$ cat src/rtl/data_mem_arb_pkg.sv
// data_mem_arb_pkg: shared widths, FSM state type and host burst-length clamp for the data memory arbiter
package data_mem_arb_pkg;
   localparam int ADDR_W         = 8;
   localparam int DATA_W         = 64;
   localparam int LEN_W          = 5;
   localparam int MAX_BURST      = 16;
   localparam int MAX_CPU_STREAK = 4;
   localparam int STREAK_W       = $clog2(MAX_CPU_STREAK + 1);
   typedef enum logic {IDLE, HOST_BURST} state_e;
   function automatic logic [LEN_W-1:0] clamp_len(input logic [LEN_W-1:0] len);
      return len == '0 ? LEN_W'(1) : len > LEN_W'(MAX_BURST) ? LEN_W'(MAX_BURST) : len;
   endfunction
endpackage

$ cat src/rtl/dm_burst_ctr.sv
// dm_burst_ctr: latches a host burst's start/length and walks the wrapping beat address
module dm_burst_ctr
   import data_mem_arb_pkg::*;
(
   input  logic              clk,
   input  logic              rst,
   input  logic              load,
   input  logic              adv,
   input  logic [ADDR_W-1:0] start_addr,
   input  logic [LEN_W-1:0]  len,
   output logic [ADDR_W-1:0] addr,
   output logic              last_beat
);
   logic [ADDR_W-1:0] base_q, base_d;
   logic [LEN_W-1:0]  len_q, len_d, idx_q, idx_d;
   always_comb begin
      base_d = load ? start_addr : base_q;
      len_d  = load ? len : len_q;
      idx_d  = load ? LEN_W'(1) : adv ? idx_q + 1'b1 : idx_q;
   end
   always_ff @(posedge clk) begin
      if (!rst) begin
         base_q <= '0;
         len_q  <= '0;
         idx_q  <= '0;
      end else begin
         base_q <= base_d;
         len_q  <= len_d;
         idx_q  <= idx_d;
      end
   end
   // beat 0 is issued at grant, so the counter starts at 1 once loaded
   assign addr      = base_q + ADDR_W'(idx_q);
   assign last_beat = idx_q == len_q - 1'b1;
endmodule

$ cat src/rtl/data_mem_arbiter.sv
// data_mem_arbiter: shares the single-port data memory between CPU single beats and host bursts
module data_mem_arbiter
   import data_mem_arb_pkg::*;
(
   input  logic              clk,
   input  logic              rst,
   input  logic              cpu_req,
   input  logic              cpu_we,
   input  logic [ADDR_W-1:0] cpu_addr,
   input  logic [DATA_W-1:0] cpu_wdata,
   output logic              cpu_gnt,
   output logic              cpu_rvalid,
   output logic [DATA_W-1:0] cpu_rdata,
   input  logic              host_req,
   input  logic              host_we,
   input  logic [ADDR_W-1:0] host_addr,
   input  logic [LEN_W-1:0]  host_len,
   input  logic [DATA_W-1:0] host_wdata,
   output logic              host_gnt,
   output logic              host_wready,
   output logic              host_rvalid,
   output logic [DATA_W-1:0] host_rdata,
   output logic              host_done,
   output logic [ADDR_W-1:0] mem_address,
   output logic [DATA_W-1:0] mem_data_in,
   output logic              mem_write_en,
   output logic              mem_read_en,
   input  logic [DATA_W-1:0] mem_data_out
);
   state_e              state_q, state_d;
   logic [STREAK_W-1:0] streak_q, streak_d;
   logic                burst_we_q, burst_we_d, cpu_rv_q, cpu_rv_d, host_rv_q, host_rv_d, done_q, done_d;
   logic [LEN_W-1:0]    len_c;
   logic [ADDR_W-1:0]   beat_addr;
   logic                idle, burst, cpu_win, host_win, last_beat;
   assign len_c    = clamp_len(host_len);
   assign idle     = rst && state_q == IDLE;
   assign burst    = rst && state_q == HOST_BURST;
   assign cpu_win  = idle && cpu_req && (!host_req || streak_q < STREAK_W'(MAX_CPU_STREAK));
   assign host_win = idle && host_req && !cpu_win;
   dm_burst_ctr u_ctr (
      .clk        (clk),
      .rst        (rst),
      .load       (host_win),
      .adv        (burst),
      .start_addr (host_addr),
      .len        (len_c),
      .addr       (beat_addr),
      .last_beat  (last_beat)
   );
   always_ff @(posedge clk) begin
      if (!rst) state_q <= IDLE;
      else      state_q <= state_d;
   end
   always_comb begin
      state_d = state_q == IDLE ? (host_win && len_c != LEN_W'(1) ? HOST_BURST : IDLE)
                                : (last_beat ? IDLE : HOST_BURST);
   end
   always_comb begin
      streak_d   = (!host_req || host_win) ? '0
                 : (cpu_win && streak_q < STREAK_W'(MAX_CPU_STREAK)) ? streak_q + 1'b1 : streak_q;
      burst_we_d = host_win ? host_we : burst_we_q;
      cpu_rv_d   = cpu_win && !cpu_we;
      host_rv_d  = (host_win && !host_we) || (burst && !burst_we_q);
      done_d     = (host_win && len_c == LEN_W'(1)) || (burst && last_beat);
   end
   always_ff @(posedge clk) begin
      if (!rst) begin
         streak_q   <= '0;
         burst_we_q <= 1'b0;
         cpu_rv_q   <= 1'b0;
         host_rv_q  <= 1'b0;
         done_q     <= 1'b0;
      end else begin
         streak_q   <= streak_d;
         burst_we_q <= burst_we_d;
         cpu_rv_q   <= cpu_rv_d;
         host_rv_q  <= host_rv_d;
         done_q     <= done_d;
      end
   end
   // every output is gated by rst so the memory sees no enables while held in reset
   always_comb begin
      cpu_gnt      = cpu_win;
      host_gnt     = host_win;
      host_wready  = (host_win && host_we) || (burst && burst_we_q);
      mem_address  = cpu_win ? cpu_addr : host_win ? host_addr : burst ? beat_addr : '0;
      mem_write_en = (cpu_win && cpu_we) || host_wready;
      mem_read_en  = (cpu_win && !cpu_we) || host_rv_d;
      mem_data_in  = cpu_win ? cpu_wdata : host_wready ? host_wdata : '0;
      cpu_rvalid   = rst && cpu_rv_q;
      host_rvalid  = rst && host_rv_q;
      host_done    = rst && done_q;
      cpu_rdata    = cpu_rvalid ? mem_data_out : '0;
      host_rdata   = host_rvalid ? mem_data_out : '0;
   end
endmodule

$ cat config.mk
export PLATFORM = sky130hd
export DESIGN_NAME = data_mem_arbiter
export DESIGN_NICKNAME = d
export VERILOG_FILES = /design/src/rtl/data_mem_arb_pkg.sv /design/src/rtl/dm_burst_ctr.sv /design/src/rtl/data_mem_arbiter.sv
export SDC_FILE = /design/constraint.sdc
export NUM_CORES = 1
export LEC_CHECK = 0
export ABC_CLOCK_PERIOD_IN_PS = 5400
export BUFFER_PORTS_ARGS = -buffer_cell sky130_fd_sc_hd__buf_2
export CAP_MARGIN = 20
export CELL_PAD_IN_SITES_DETAIL_PLACEMENT = 0
export CELL_PAD_IN_SITES_GLOBAL_PLACEMENT = 1
export CORE_AREA = 2 2 165 167
export CTS_BUF_LIST = sky130_fd_sc_hd__clkbuf_8
export DETAILED_ROUTE_END_ITERATION = 8
export DIE_AREA = 0 0 167 169
export PLACE_DENSITY = 0.57
export SLEW_MARGIN = 20
export SYNTH_ARGS = -nofsm -noshare
export SYNTH_HDL_FRONTEND = slang
export SYNTH_SLANG_ARGS = --single-unit
export TNS_END_PERCENT = 10
$ cat constraint.sdc
create_clock -name clk -period 5.4 [get_ports clk]
set_input_delay 0.54 -clock clk [delete_from_list [all_inputs] [get_ports clk]]
set_output_delay 0.54 -clock clk [all_outputs]
set_load 0.05 [all_outputs]
# ---- Word level (Yosys, flattened, before mapping)
# Index checks and enable logic that the tools add are counted.
dict set report classes {
  n_addsub 4
  multipliers 0
  div 0
  n_lt_le_gt_ge 2
  eq_ne 3
  shift 0
  muxes 14
  bitwise_logic 2
  n_reduce_logical 35
}
# op count
set ops {}
lappend ops {{64-bit two-way mux} 4}
lappend ops {{8-bit two-way mux} 3}
lappend ops {{1-bit logical AND} 19}
lappend ops {{5-bit two-way mux} 2}
lappend ops {{8-bit by 5-bit adder with 8-bit output} 1}
lappend ops {{1-bit logical OR} 7}
lappend ops {{5-bit by 1-bit adder with 5-bit output, second input constant} 1}
lappend ops {{5-bit by 1-bit equality test with 1-bit output, second input constant} 1}
lappend ops {{5-bit equality test} 1}
lappend ops {{5-bit > comparator, second input constant} 1}
lappend ops {{1-bit zero test} 5}
lappend ops {{5-bit zero test} 1}
lappend ops {{1-bit two-way mux} 5}
lappend ops {{5-bit by 1-bit != test with 1-bit output, second input constant} 1}
lappend ops {{5-bit by 1-bit subtractor with 5-bit output, second input constant} 1}
lappend ops {{2-bit OR reduction} 2}
lappend ops {{3-bit by 1-bit adder with 3-bit output, second input constant} 1}
lappend ops {{3-bit < comparator, second input constant} 1}
lappend ops {{1-bit inverter} 2}
lappend ops {{2-bit nonzero test} 1}
dict set report totals {
  ff_bits 26
  latchBits 0
  ramBits 0
  romBits 0
  inputBits 219
  elab_cells 70
  mem_count 0
}

# ---- Longest topological paths before layout
# Gate-level depths: netlist of run 1.
dict set report depth {
  ltp_word 10
  depth_mapped 7
}

# ---- By module
# From an unflattened synthesis of run 1, not the netlist that was laid out.
dict set report hier_totals {
  cells_unflattened 431
  area_unflattened_um2 3313.2
}
# mod instances cells_per_inst area_each_um2 seq_area_each_um2
set by_module_without_submodules {}
lappend by_module_without_submodules {data_mem_arbiter 1 322 2242.2 160.2}
lappend by_module_without_submodules {dm_burst_ctr 1 109 1071.0 360.3}

# ---- Worst setup path after synthesis of run 1
# No wires, ideal clock.
dict set report synth_path {
  path_kind {reg-to-output}
  start {register u_ctr.idx_q[0]}
  end {output mem_address[6]}
  t_arrival_ps 2702
  required_time_ps 4860
  setup_slack_ps 2158
  path_stages_with_launch 8
  n_path_buf 0
  path_cell_list {dfxtp_1 ha_1 fa_1 a21o_1 a21o_1 a211oi_1 a31oi_1 o21ai_0}
}
dict set report synth_between {
  elab_chain_cells 4
}
# element line
set synth_rtl {}
lappend synth_rtl {{from (decl)} dm_burst_ctr.sv:15} ;# logic [LEN_W-1:0] len_q, len_d, idx_q, idx_d;
lappend synth_rtl {{from (signal assigned)} dm_burst_ctr.sv:29} ;# idx_q <= idx_d;
lappend synth_rtl {{8-bit by 5-bit adder with 8-bit output} dm_burst_ctr.sv:33} ;# assign addr = base_q + ADDR_W'(idx_q);
lappend synth_rtl {{8-bit two-way mux (3 in a row)} data_mem_arbiter.sv:87} ;# mem_address = cpu_win ? cpu_addr : host_win ? host_addr : burst ? beat_addr : '0;
lappend synth_rtl {{to (decl)} data_mem_arbiter.sv:24} ;# output logic [ADDR_W-1:0] mem_address,
# Every way passes these cells.

# ---- Worst setup path after layout of run 1
dict set report layout_path {
  start {input rst}
  end {output mem_data_in[0]}
}
dict set report layout_between {
  elab_chain_cells 9
  elab_cells_between_ends 12
}
# element line
set layout_rtl {}
lappend layout_rtl {{from (decl)} data_mem_arbiter.sv:6} ;# input logic rst,
lappend layout_rtl {{1-bit logical AND} data_mem_arbiter.sv:37} ;# assign idle = rst && state_q == IDLE;
lappend layout_rtl {{1-bit logical AND (2 in a row)} data_mem_arbiter.sv:39} ;# assign cpu_win = idle && cpu_req && (!host_req || streak_q < STREAK_W'(MAX_CPU_STREAK));
lappend layout_rtl {{1-bit zero test} data_mem_arbiter.sv:40} ;# assign host_win = idle && host_req && !cpu_win;
lappend layout_rtl {{1-bit logical AND} data_mem_arbiter.sv:40}
lappend layout_rtl {{1-bit logical AND} data_mem_arbiter.sv:86} ;# host_wready = (host_win && host_we) || (burst && burst_we_q);
lappend layout_rtl {{1-bit logical OR} data_mem_arbiter.sv:86}
lappend layout_rtl {{64-bit two-way mux} data_mem_arbiter.sv:90} ;# mem_data_in = cpu_win ? cpu_wdata : host_wready ? host_wdata : '0;
lappend layout_rtl {{64-bit two-way mux (*)} data_mem_arbiter.sv:90}
lappend layout_rtl {{to (decl)} data_mem_arbiter.sv:25} ;# output logic [DATA_W-1:0] mem_data_in,
# Every way passes the cells marked *; elsewhere a longest branch is shown, timed or not.

==> results of run 1 <==
## per-layer routing
| layer | track usage, % | share of wire [%] | vias to the layer above |
|---|---|---|---|
| met1 | 15.7 | 44 | 2175 |
| met3 | 2.22 | 8.1 | 10 |
| met5 | 0 | 0.15 | - |
| met2 | 18.7 | 48 | 211 |
| li1 | - | - | 2322 |
| met4 | 0.787 | 0.24 | 4 |
## worst max-delay path by stage
| stage | start | to | slack (ps) | cells after the start |
|---|---|---|---|---|
| finish | rst | mem_data_in[0] | 1610 | 8 |
| global route | rst | mem_data_in[0] | 1370 | 8 |
| CTS | rst | mem_data_in[0] | 1570 | 8 |
| detailed placement | rst | mem_data_in[0] | 1590 | 8 |
| global placement | rst | mem_data_in[0] | 1650 | 8 |
| floorplan | u_ctr.idx_q[0]$_SDFFE_PN0P_ | mem_address[6] | 2160 | 7 |
## cell families after synthesis
family	share of synthesized area [%]
xor gates and xnor gates	4.58
buffers and inverters	8.67
and+or+nand+nor	36.4
AOI/OAI and AO/OA	29.4
adders and majority gates	3.92
DFF	17.0
## placed cells by master, fill, tap and decap left out, types with 5 or more instances in the layout
cell type / n
sky130_fd_sc_hd__xor2_1: 8
sky130_fd_sc_hd__o21ai_0: 10
sky130_fd_sc_hd__ha_1: 8
sky130_fd_sc_hd__nor2_1: 12
sky130_fd_sc_hd__and2_1: 5
sky130_fd_sc_hd__nand2_1: 19
sky130_fd_sc_hd__a21oi_1: 6
sky130_fd_sc_hd__a22o_1: 73
sky130_fd_sc_hd__inv_1: 5
sky130_fd_sc_hd__dfxtp_1: 25
sky130_fd_sc_hd__buf_2: 426
sky130_fd_sc_hd__and3_1: 128
sky130_fd_sc_hd__xnor2_1: 8
sky130_fd_sc_hd__nor3_1: 5
## state kept, by name (all words and copies together), names as in the netlist
signal	count
host_rv_q	1
cpu_rv_q	1
state_q	1
u_ctr.idx_q	5
u_ctr.len_q	5
burst_we_q	1
done_q	1
streak_q	3
u_ctr.base_q	8
## worst max-delay path: stages
cell	delay, ps
sky130_fd_sc_hd__buf_2	190
sky130_fd_sc_hd__nor2b_2	220
sky130_fd_sc_hd__nand3_2	220
sky130_fd_sc_hd__inv_2	400
sky130_fd_sc_hd__a22o_2	690
sky130_fd_sc_hd__buf_4	460
sky130_fd_sc_hd__a22o_1	200
sky130_fd_sc_hd__buf_2	290
## per-stage QoR
step / hold slack (ps) / total power [mW]
3_5_place_dp: 467 / 0.691
6_report: 446 / 0.817
4_1_cts: 455 / 0.825
2_1_floorplan: 446 / 0.529
3_3_place_gp: 464 / 0.695
5_1_grt: 458 / 0.859
## area by class of cell
type	count	area (µm²)
fill	3038	21000
multi-input combinational	325	2280
timing repair buffer	430	2160
sequential	26	522
tap	341	427
clock buffer	4	55.1
inverter	7	26.3
antenna	2	5.00
## power by group
| group | internal (mW) | switching [mW] |
|---|---|---|
| sequential | 0.200 | 0.0132 |
| clock | 0.0652 | 0.0636 |
| combinational | 0.146 | 0.330 |
| total | 0.411 | 0.406 |
==> impl_metrics.py, run 1 <==
metrics = {
    "run_status": {
        "outcome": "completed",
    },
    "synth": {
        "post-synth-top-count-cell": "sky130_fd_sc_hd__and3_1",
        "synthDominantCellAreaShare_pct": 26.2,
        "synth_cell_types": 40,
        "postSynthAreaPerCell_um2": 7.50,
        "postSynthNetCount": 636,
        "seq_area_frac_synth_pct": 17.0,
        "synth_flop_cell": "sky130_fd_sc_hd__dfxtp_1",
        "synthesis.instances": 408,
        "synth_seq_cells": 26,
        "mappedNetlistArea_mm2": 0.00306,
        "netlist_top_cells_area": "sky130_fd_sc_hd__and3_1, sky130_fd_sc_hd__a22o_1, sky130_fd_sc_hd__dfxtp_1",
        "ys.warnings.count": 0,
        "synth_enable_flop_cells": 0,
        "netlist.top_cell.by_area": "sky130_fd_sc_hd__and3_1",
        "post_synth_most_frequent_cells": "sky130_fd_sc_hd__and3_1, sky130_fd_sc_hd__a22o_1, sky130_fd_sc_hd__clkbuf_1, sky130_fd_sc_hd__dfxtp_1, sky130_fd_sc_hd__nand2_1",
        "asyncSetResetFlopFracSynth_pct": 0,
    },
    "global_route": {
        "antenna_found_initial": 5,
        "largest_net_degree_at_the_start_of_global_routing": 132,
        "globalRouteTotalUtil_pct": 11.3,
        "grt_overflow_total": 0,
        "first_global_vias": 4181,
        "grt_first_pass_wirelength_um": 25800,
    },
    "sta": {
        "grt_setup_unrepaired": "no",
        "layout_setup_ws_ps": 1610,
        "hold_viol": 0,
        "finalSetupViolCount": 0,
        "final.period_utilization_pct": 70.2,
        "worst-slew-pin-transition_ps": 1020,
        "worst_clock_skew_ps": 6.26,
        "fin_tns_setup_ps": 0,
        "final_critical_path_required_period_ps": 3790,
        "finalMaxSlewViolations": 0,
        "fmax_mhz": 264,
        "headroom_to_the_max_slew_limit_pct": 32.1,
    },
    "critical_path": {
        "worst-endpoint-arrival_ps": 3250,
        "crit-reg2reg-capture": "state_q$_SDFF_PN0_",
        "timing.critical_path.to_type": "output port",
        "setup.worst_path.class": "primary input to output port",
        "worst-r2r-setup-slack_ps": 3830,
        "r2r_start": "u_ctr.len_q[0]$_SDFFE_PN0P_",
        "startpoint_types": "primary input",
        "required_ps": 4860,
        "timing.reg2reg.worst_path_depth": 7,
        "critical_path_peak_fanout": 34,
    },
    "layout": {
        "finalInstanceArea_mm2": 0.00547,
        "area_growth_syn_to_layout_pct": 78.8,
        "finish.net_count": 1021,
        "layout.cells.non_filler": 1135,
        "layout-drive-gt1-share_pct": 55.8,
        "fin_util_pct": 20.7,
    },
    "cts": {
        "cts_sinks": 26,
        "cts.repair_timing.setup_buffer_count": 0,
        "ctsHtreeMaxLevel": 1,
        "cts.root.buffer_cell": "sky130_fd_sc_hd__clkbuf_8",
        "cts.reportedPaths.clkPinSlew_ps": 100,
        "cts.repair.resized": 0,
        "number_of_clock_buffers_inserted_by_tritoncts": 3,
        "clk-insertion-delay-late_ps": 270,
        "max-clock-path-buffers": 2,
        "tritoncts": "yes",
        "cts.hold.buffers_added": 0,
    },
    "route": {
        "via_count": 4722,
        "remaining_drcs": 0,
        "routed_wl_um": 18100,
        "initialDrtViolationCount": 314,
        "post_drt_via_cell_ratio": 4.16,
        "post_drt_wl_per_cell_um": 16.0,
        "ant_nets": 0,
        "drt-pass1-iter-count": 4,
    },
    "placement": {
        "portBuffers": 426,
        "postPlaceCellArea_mm2": 0.00541,
        "dp_hpwl_um": 14800,
        "gp_congestion": 0.817,
        "dp_worst_setup_slack_ps": 1590,
        "dp_cells": 1129,
    },
    "min_path": {
        "min_from": "cpu_we",
        "whs_path_depth": 2,
        "min_to": "cpu_rv_q$_SDFF_PN0_",
        "hp-class": "primary input to register",
    },
    "floorplanning": {
        "die_x_um": 167,
        "fp.coreArea_mm2": 0.0265,
        "floorplan.die_area_mm2": 0.0282,
        "io_pins": 427,
        "rows": 60,
        "initial_utilization_pct": 11.5,
        "die_h_um": 169,
    },
    "pwr": {
        "max-vdd-ir-drop_uv": 84.1,
        "pwr_density_cell_mw_per_mm2": 149,
        "leakage_power_summed_over_all_cells_nw": 3.61,
    },
    "job": {
        "max_cap_violations": 0,
    },
}
Note: power is estimated with default switching activity, not from simulation.
==> run 2: changes to the inputs <==
ABC_CLOCK_PERIOD_IN_PS = 3650   (was 5400)
CORE_AREA = 2 2 164 166   (was 2 2 165 167)
DIE_AREA = 0 0 166 168   (was 0 0 167 169)
clock period = 3.65 ns   (was 5.4 ns; I/O delays follow)
==> impl_metrics.py, run 2 (synthesis gave the netlist of run 1 again) <==
metrics = {
    "global_route": {
        "first_global_vias": 4146,
        "grt_first_pass_wirelength_um": 26600,
        "globalRouteTotalUtil_pct": 11.9,
        "grt_overflow_total": 0,
        "largest_net_degree_at_the_start_of_global_routing": 139,
        "antenna_found_initial": 3,
    },
    "route": {
        "remaining_drcs": 0,
        "initialDrtViolationCount": 280,
        "post_drt_via_cell_ratio": 4.10,
        "post_drt_wl_per_cell_um": 16.5,
        "via_count": 4648,
        "drt-pass1-iter-count": 7,
        "routed_wl_um": 18700,
        "ant_nets": 0,
    },
    "min_path": {
        "hp-class": "primary input to register",
    },
    "cts": {
        "ctsHtreeMaxLevel": 1,
        "cts.repair_timing.setup_buffer_count": 0,
        "cts_sinks": 26,
        "tritoncts": "yes",
        "clk-insertion-delay-late_ps": 270,
        "number_of_clock_buffers_inserted_by_tritoncts": 3,
        "cts.reportedPaths.clkPinSlew_ps": 100,
        "cts.repair.resized": 0,
        "cts.hold.buffers_added": 0,
        "cts.root.buffer_cell": "sky130_fd_sc_hd__clkbuf_8",
        "max-clock-path-buffers": 2,
    },
    "critical_path": {
        "required_ps": 3280,
        "critical_path_peak_fanout": 34,
        "setup.worst_path.class": "register to output port",
        "timing.critical_path.to_type": "output port",
        "worst-endpoint-arrival_ps": 2560,
        "startpoint_types": "register",
    },
    "sta": {
        "finalSetupViolCount": 0,
        "worst-slew-pin-transition_ps": 1020,
        "timing.hold.ws_ps": 296,
        "final.period_utilization_pct": 80.1,
        "fin_tns_setup_ps": 0,
        "worst_clock_skew_ps": 3.91,
        "fmax_mhz": 342,
        "grt_setup_unrepaired": "no",
        "headroom_to_the_max_slew_limit_pct": 31.7,
        "hold_viol": 0,
        "final_critical_path_required_period_ps": 2920,
        "finalMaxSlewViolations": 0,
    },
    "floorplanning": {
        "die_x_um": 166,
        "die_h_um": 168,
        "rows": 60,
        "fp.coreArea_mm2": 0.0264,
        "io_pins": 427,
        "floorplan.die_area_mm2": 0.0279,
        "initial_utilization_pct": 11.6,
    },
    "layout": {
        "layout_commonest_cell": "sky130_fd_sc_hd__buf_2",
        "max_flop_register": "u_ctr.base_q",
        "layout-drive-gt1-share_pct": 55.9,
        "finish.net_count": 1022,
        "area_growth_syn_to_layout_pct": 84.3,
        "top_library_cells_by_usage_in_the_layout_fill_and_taps_aside": "sky130_fd_sc_hd__buf_2, sky130_fd_sc_hd__and3_1, sky130_fd_sc_hd__a22o_1",
        "largest_regs": "u_ctr.base_q x8, u_ctr.idx_q x5, u_ctr.len_q x5",
        "largest_register_ffs": 8,
        "finalInstanceArea_mm2": 0.00564,
        "fin_util_pct": 21.4,
    },
    "pwr": {
        "pwr_density_cell_mw_per_mm2": 228,
        "max-vdd-ir-drop_uv": 117,
        "leakage_power_summed_over_all_cells_nw": 3.66,
        "p_total_mw": 1.29,
    },
    "placement": {
        "gp_congestion": 0.741,
        "postPlaceCellArea_mm2": 0.00557,
        "portBuffers": 426,
        "dp_hpwl_um": 15100,
    },
    "run_status": {
        "outcome": "completed",
    },
    "job": {
        "max_cap_violations": 0,
    },
}
## run 2: metal layers
layer / vias to the layer above / track usage (%) / part of all wire [%]
met5: - / 0 / 0.13
met4: 4 / 1.40 / 0.79
met3: 12 / 2.75 / 7.2
met2: 188 / 20.0 / 48
met1: 2125 / 16.0 / 44
li1: 2319 / - / -
## run 2: power by group
part | switching (mW) | internal, mW
logic | 0.492 | 0.235
registers | 0.0195 | 0.296
clock network | 0.0984 | 0.147
total | 0.610 | 0.678
## run 2: cell type report
class / count / area, µm²
Sequential cell: 26 / 522
Clock buffer: 3 / 41.3
Antenna cell: 1 / 2.50
Inverter: 7 / 26.3
Clock inverter: 1 / 30.0
Multi-Input combinational cell: 325 / 2280
Timing Repair Buffer: 431 / 2310
Fill cell: 3020 / 20700
Tap cell: 341 / 427
## run 2: worst max-delay path: stages (launching register included)
cell and delay, ps:
sky130_fd_sc_hd__dfxtp_1 410, sky130_fd_sc_hd__and2_1 430, sky130_fd_sc_hd__a22o_2 710, sky130_fd_sc_hd__buf_12 280, sky130_fd_sc_hd__a22o_1 170, sky130_fd_sc_hd__buf_2 270
## run 2: path summary, 6_finish.rpt
check / cells past startpoint / slack, ps / endpoint / from
max: 5 / 730 / mem_data_in[28] / state_q$_SDFF_PN0_
min reg2reg: 1 / 490 / u_ctr.base_q[3]$_SDFFE_PN0P_ / u_ctr.base_q[3]$_SDFFE_PN0P_
min: 2 / 300 / cpu_rv_q$_SDFF_PN0_ / cpu_we
max reg2reg: 5 / 2090 / streak_q[1]$_SDFFE_PP0P_ / streak_q[2]$_SDFFE_PP0P_
## run 2: stage by stage
stage | std cells | setup WS (ps)
after floorplan | 408 | 583
after global placement | 1130 | 917
after detailed placement | 1130 | 892
after CTS | 1134 | 724
after global routing | 1135 | 565
final | 1135 | 727
